File: config.mk
export PLATFORM = sky130hd
export DESIGN_NAME = serial_subtractor_flat
export DESIGN_NICKNAME = d
export VERILOG_FILES = /design/src/rtl/serial_subtractor_pkg.sv /design/src/rtl/serial_subtractor_if.sv /design/src/rtl/serial_subtractor_fs.sv /design/src/rtl/serial_subtractor.sv /design/src/flat_wrapper.sv
export SDC_FILE = /design/constraint.sdc
export NUM_CORES = 1
export LEC_CHECK = 0
export BUFFER_PORTS_ARGS = -buffer_cell sky130_fd_sc_hd__buf_2
export CORE_MARGIN = 3
export CORE_UTILIZATION = 58
export CTS_BUF_LIST = sky130_fd_sc_hd__clkbuf_4
export CTS_CLUSTER_DIAMETER = 50
export DETAILED_ROUTE_END_ITERATION = 8
export PLACE_DENSITY = 0.83
export SYNTH_ARGS = -nofsm -noshare
export SYNTH_HDL_FRONTEND = slang
export SYNTH_HIERARCHICAL = 1
export SYNTH_SLANG_ARGS = --single-unit
File: constraint.sdc
create_clock -name clk -period 2.3 [get_ports clk]
set_clock_uncertainty 0.1 [all_clocks]
set_input_delay 0.115 -clock clk [delete_from_list [all_inputs] [get_ports clk]]
set_output_delay 0.115 -clock clk [all_outputs]
set_load 0.1 [all_outputs]
File: src/rtl/serial_subtractor_pkg.sv
// serial_subtractor_pkg: shared types and constants for the bit-serial subtractor.
// Contents: FSM state enum, default operand width, bit-counter width helper.
// No ports; imported by the interface, the cell and the top.
package serial_subtractor_pkg;

    typedef enum logic [1:0] {
        IDLE  = 2'd0,
        SHIFT = 2'd1,
        DONE  = 2'd2
    } state_t;

    localparam int SERSUB_DEFAULT_WIDTH = 8;

    // Bit-counter width: enough to count 0 .. width-1.
    function automatic int cnt_width(input int width);
        return (width < 2) ? 1 : $clog2(width);
    endfunction

endpackage

File: src/rtl/serial_subtractor_if.sv
// serial_subtractor_if: start/busy/done handshake plus operand and result bus.
// master drives start, a, b; slave (the subtractor) drives busy, done, diff,
// borrow_out and, when SERSUB_OVF_EN is defined, ovf.
interface serial_subtractor_if
    import serial_subtractor_pkg::*;
#(
    parameter int WIDTH = SERSUB_DEFAULT_WIDTH
);
    logic             start;
    logic [WIDTH-1:0] a;
    logic [WIDTH-1:0] b;
    logic             busy;
    logic             done;
    logic [WIDTH-1:0] diff;
    logic             borrow_out;
`ifdef SERSUB_OVF_EN
    logic             ovf;
`endif

    modport master (
        output start,
        output a,
        output b,
        input  busy,
        input  done,
        input  diff,
`ifdef SERSUB_OVF_EN
        input  ovf,
`endif
        input  borrow_out
    );

    modport slave (
        input  start,
        input  a,
        input  b,
        output busy,
        output done,
        output diff,
`ifdef SERSUB_OVF_EN
        output ovf,
`endif
        output borrow_out
    );

endinterface

File: src/rtl/serial_subtractor_fs.sv
// full_subtractor: one-bit combinational full subtractor, d = x - y - bin.
// Ports: x (minuend bit), y (subtrahend bit), bin (borrow in),
// d (difference bit), bo (borrow out).
module full_subtractor (
    input  logic x,
    input  logic y,
    input  logic bin,
    output logic d,
    output logic bo
);

    assign d  = x ^ y ^ bin;
    // Borrow when y exceeds x, or when x == y and a borrow is already pending.
    assign bo = (~x & y) | (~(x ^ y) & bin);

endmodule

File: src/rtl/serial_subtractor.sv
// serial_subtractor: bit-serial unsigned a - b, LSB first, one full-subtractor cell.
// Ports: clk, rst (sync, active-high), bus (slave modport: start/a/b in; busy/done/
// diff/borrow_out out, plus ovf when SERSUB_OVF_EN is defined). Latency WIDTH edges.
module serial_subtractor
    import serial_subtractor_pkg::*;
#(
    parameter int WIDTH = SERSUB_DEFAULT_WIDTH
) (
    input  logic                clk,
    input  logic                rst,
    serial_subtractor_if.slave  bus
);

    localparam int             CW   = cnt_width(WIDTH);
    localparam logic [CW-1:0]  LAST = CW'(WIDTH - 1);

    state_t           state;
    logic [WIDTH-1:0] a_sr;
    logic [WIDTH-1:0] b_sr;
    logic [WIDTH-1:0] res_sr;
    logic [WIDTH-1:0] res_next;
    logic [CW-1:0]    cnt;
    logic             brw;
    logic             busy_q;
    logic             done_q;
    logic [WIDTH-1:0] diff_q;
    logic             borrow_q;
    logic             d;
    logic             bo;
`ifdef SERSUB_OVF_EN
    // Operand sign bits are kept aside because the shift registers lose them.
    logic             a_msb;
    logic             b_msb;
    logic             ovf_q;
`endif

    full_subtractor u_cell (
        .x   (a_sr[0]),
        .y   (b_sr[0]),
        .bin (brw),
        .d   (d),
        .bo  (bo)
    );

    // Result fills from the top so the first (LSB) bit ends up at bit 0.
    assign res_next = {d, res_sr[WIDTH-1:1]};

    always_ff @(posedge clk) begin
        if (rst) begin
            state    <= IDLE;
            a_sr     <= '0;
            b_sr     <= '0;
            res_sr   <= '0;
            cnt      <= '0;
            brw      <= 1'b0;
            busy_q   <= 1'b0;
            done_q   <= 1'b0;
            diff_q   <= '0;
            borrow_q <= 1'b0;
`ifdef SERSUB_OVF_EN
            a_msb    <= 1'b0;
            b_msb    <= 1'b0;
            ovf_q    <= 1'b0;
`endif
        end else begin
            case (state)
                IDLE: begin
                    done_q <= 1'b0;
                    if (bus.start) begin
                        a_sr   <= bus.a;
                        b_sr   <= bus.b;
                        res_sr <= '0;
                        cnt    <= '0;
                        brw    <= 1'b0;
                        busy_q <= 1'b1;
`ifdef SERSUB_OVF_EN
                        a_msb  <= bus.a[WIDTH-1];
                        b_msb  <= bus.b[WIDTH-1];
`endif
                        state  <= SHIFT;
                    end
                end
                SHIFT: begin
                    a_sr   <= a_sr >> 1;
                    b_sr   <= b_sr >> 1;
                    res_sr <= res_next;
                    brw    <= bo;
                    cnt    <= cnt + 1'b1;
                    if (cnt == LAST) begin
                        // Last bit is folded in on the same edge that publishes the result.
                        busy_q   <= 1'b0;
                        done_q   <= 1'b1;
                        diff_q   <= res_next;
                        borrow_q <= bo;
`ifdef SERSUB_OVF_EN
                        ovf_q    <= (a_msb != b_msb) && (res_next[WIDTH-1] != a_msb);
`endif
                        state    <= DONE;
                    end
                end
                DONE: begin
                    done_q <= 1'b0;
                    state  <= IDLE;
                end
                default: begin
                    busy_q <= 1'b0;
                    done_q <= 1'b0;
                    state  <= IDLE;
                end
            endcase
        end
    end

    assign bus.busy       = busy_q;
    assign bus.done       = done_q;
    assign bus.diff       = diff_q;
    assign bus.borrow_out = borrow_q;
`ifdef SERSUB_OVF_EN
    assign bus.ovf        = ovf_q;
`endif

endmodule

File: src/flat_wrapper.sv
// flat-port wrapper written by rule: the top's interface ports become plain ports
module serial_subtractor_flat import serial_subtractor_pkg::*;
#(
    parameter int WIDTH = SERSUB_DEFAULT_WIDTH
)
  (clk, rst, bus_start, bus_a, bus_b, bus_busy, bus_done, bus_diff, bus_borrow_out);
  serial_subtractor_if #(.WIDTH(WIDTH)) bus_i ();
  input  logic clk;
  input  logic rst;
  input wire logic [$bits(bus_i.start)-1:0] bus_start;
  input wire logic [$bits(bus_i.a)-1:0] bus_a;
  input wire logic [$bits(bus_i.b)-1:0] bus_b;
  output wire logic [$bits(bus_i.busy)-1:0] bus_busy;
  output wire logic [$bits(bus_i.done)-1:0] bus_done;
  output wire logic [$bits(bus_i.diff)-1:0] bus_diff;
  output wire logic [$bits(bus_i.borrow_out)-1:0] bus_borrow_out;
  assign bus_i.start = bus_start;
  assign bus_i.a = bus_a;
  assign bus_i.b = bus_b;
  assign bus_busy = bus_i.busy;
  assign bus_done = bus_i.done;
  assign bus_diff = bus_i.diff;
  assign bus_borrow_out = bus_i.borrow_out;
  serial_subtractor #(.WIDTH(WIDTH)) u_core (.clk(clk), .rst(rst), .bus(bus_i));
endmodule
==> metrics.md <==
| Metric | Value |
|---|---|
| Via count | about 1300 |
| Clk sink count | 40 |
| Data required time of the worst path | 2.45 ns |
| Crit-path leading delay family | compound AO/OA/AOI/OAI gates |
| Worst-path fanout max | 29 |
| Seq cells post-synth | 40 |
| Remaining DRCs | 0 |
| Starting density of the core | 63.8% |
| Worst Setup Start Kind | flop |
| Setup CP Type | flop to flop |
| First-pass GRT wire length | ~5.4 mm |
| Area contributors post-synth | dfxtp_1 (48%), mux2i_1 (8.5%), a211oi_2 (7.6%), nor2_1 (6.6%), a22oi_1 (5.5%) |
| Buffers and inverters on the worst path | 0 |
| Post-synthesis cell type count | 26 |
| Total core area | around 0.0026 mm2 |
| Nets | 220 |
| Pin count of the biggest net entering global routing | 42 |
| Htree depth | 2 |
| Congestion Overflow GR | 0 |
| Switch share | between 20% and 30% |
| Worst-path clk slew | between 0.1 and 0.15 ns |
| Clock power share | 31.7% |
| Max Cap Violations | 0 |
| Fin Hold WS | roughly 0.026 ns |
| Top cell type by total area after synthesis | dfxtp_1 |
| Status | completed |
| Int Pwr | approximately 0.001 W |
| Max-slew headroom | approximately two fifths |
| I/O Pins | 30 |
| Post-synth EDFFs | 0 |
| Leakage | about 0.76 nW |
| PortBufs | 29 |
| Placer congestion estimate | 0.751 |
| Vias/cell | approximately 5.6 |
| Combinational power share | 13.4% |
| Synth top cells by count | dfxtp_1 (40), nor2_1 (29), nand2_1 (18), mux2i_1 (14), a22oi_1 (12) |
| Cells after Synth | around 170 |
| Setup TNS | 0 ns |
| Initial DRC count | 43 |
| Die X-Extent | 59.4 um |
| Worst Tran Pin Value | around 0.92 ns |
| Post-CTS setup buffers | 0 |
| Hold violation total from the final report | 0 |
| Crit path DAT | ~1.8 ns |
| Final HPWL from detailed placement | between 2 and 2.5 mm |
| Detail Route Antenna Nets | 0 |
| # setup viols final | 0 |
| GRT Total Usage | 20.5% |
| Sequential Power Share | 54.9% |
| Synth top area share | roughly 48% |
| Area Overhead vs Synth | 13.2% |
| Filler instances | approximately 190 |
| Most used DFF post-synth | dfxtp_1 |
| Die height | around 59 um |
| Post-synthesis net count | between 150 and 200 |
| Unrepaired setup endpoints after global routing | no |
| CTS tree | yes |
| Maximum vdd drop | 0.625 mV |
| NetSw | around 0.00034 W |
| Yosys Warn Count | 6 |
| F_max | just over 600 MHz |
| Worst reg2reg setup slack | approximately 0.64 ns |
| Cts bufs inserted | 5 |
| Worst-path cell chain | o21ba_2, nor2_1, a211oi_2 |
| Avg Cell Area, Syn | a little under 10 um2 |
| Crit path largest cell delay | about 0.7 ns |
| Post-synthesis sequential area ratio | a little under 50% |
| Pre-antenna DRT Iters | 4 |
| Die area | roughly 0.0035 mm2 |
| Most numerous cell in the Yosys netlist | dfxtp_1 |
| Crit. End Element | flop |
| CP max stage cell | o21ba_2 |
| Hold WC Path Type | input port to flop |
| Post-CTS Resized | 0 |
| Share of layout cells above drive strength 1 | 25.1% |
| Final period util | between 70 and 80% |
| Antenna violations before repair | 0 |
| Clock Path Buffers | 2 |
| Skew-Pair Late Insertion Delay | roughly 0.33 ns |
| PwrDens | around 730 mW/mm2 |
| Row count | 18 |
| Max-slew violations | 0 |
| Wire per inst | 14.0 um |
| Number of global-route vias before repair | ~1200 |
| Final worst path period need | around 1.7 ns |
| Ys async rst share | 0% |
| Synth Cell Area | roughly 0.0017 mm2 |
| CTS root buf | clkbuf_4 |
| Total wire length | between 3 and 4 mm |
| # diodes | 0 |
## worst register-to-register path, stage by stage, from the launching register on
cell	delay [ns]
dfxtp_1	0.39
o21ba_2	0.70
nor2_1	0.14
a211oi_2	0.25
## cell families after synthesis
family	count (synthesis)	synth area share, %
AO/OA/AOI/OAI	42	20.4
AND/OR/NAND/NOR	54	13.9
adder cells (fa/ha/maj)	3	2.73
flip-flops	40	48.4
multiplexers	14	8.48
buffers and inverters	16	5.98
## cells in the final DEF, fill, tap and decap left out, types with 3 or more instances in the layout
cell type / Yosys / layout
nand2_1: 18 / 18
a211oi_2: 10 / 10
buf_2: 4 / 29
a211oi_1: 5 / 5
inv_1: 4 / 4
a22oi_1: 12 / 12
a21oi_1: 11 / 11
dlygate4sd3_1: 0 / 3
nor2_1: 29 / 29
clkbuf_4: 0 / 5
mux2i_1: 14 / 14
dfxtp_1: 40 / 40
## registers in the layout (all words and copies together), names as in the netlist
signal	flops
u_core/b_sr	8
u_core/brw	1
u_core/cnt	3
u_core/bus.diff	8
u_core/res_sr	7
u_core/a_sr	8
u_core/bus.borrow_out	1
u_core/bus.done	1
u_core/bus.busy	1
u_core/state	2
## worst paths after layout
path                                    startpoint                 end  cells past startpoint
worst max-delay path               u_core/state[1]      u_core/b_sr[1]                      3
worst min-delay path                      bus_b[0]      u_core/b_sr[0]                      3
worst max register to register     u_core/state[1]      u_core/b_sr[1]                      3
worst min register to register  u_core/bus.diff[1]  u_core/bus.diff[1]                      2
## layout make-up
type                    count  area [um2]  share of cell area, %
inverters                   4        15.0                  0.802
well taps                  30        37.5                   2.01
flip-flops and latches     40         801                   42.8
clock buffers               5        37.5                   2.01
clock inverters             3        37.5                   2.01
repair buffers             34         190                   10.2
multi-input cells         113         753                   40.2
## repair_timing
| item | 4_1_cts | 5_1_grt |
|---|---|---|
| hold buffers | 2 | 1 |
| endpoints found under the hold margin | 2 | 1 |
| endpoints found under the setup margin | 0 | 0 |
## metal layers
| metal | track usage (%) | up-vias | part of all wire [%] | routed length (um) |
|---|---|---|---|---|
| met4 | 11.3 | 0 | 1.2 | 40 |
| met2 | 34.9 | 40 | 49 | 1580 |
| li1 | - | 645 | - | - |
| met1 | 23.9 | 590 | 44 | 1420 |
| met5 | 0 | - | 0 | 0 |
| met3 | 3.92 | 4 | 5.1 | 165 |
## through the flow
step | utilization [%] | instance area (um2) | total power [W] | setup WS, ns | instances
2_1_floorplan | - | 1650 | 0.000909 | 0.620 | 169
3_3_place_gp | 68.2 | 1770 | 0.000931 | 0.798 | 218
3_5_place_dp | 68.2 | 1770 | 0.000943 | 0.710 | 218
4_1_cts | 71.9 | 1860 | 0.00137 | 0.639 | 228
5_1_grt | 72.3 | 1870 | 0.00143 | 0.523 | 229
6_report | 72.3 | 1870 | 0.00136 | 0.642 | 229
## power groups by stage
stage / registers [W] / clock network, W / logic [W]
after floorplan: 0.000776 / 0 / 0.000133
final: 0.000749 / 0.000433 / 0.000183
after detailed placement: 0.000764 / 0 / 0.000178
after CTS: 0.000749 / 0.000443 / 0.000182
after global routing: 0.000754 / 0.000478 / 0.000200
after global placement: 0.000761 / 0 / 0.000170
Note: power is estimated with default switching activity, not from simulation.
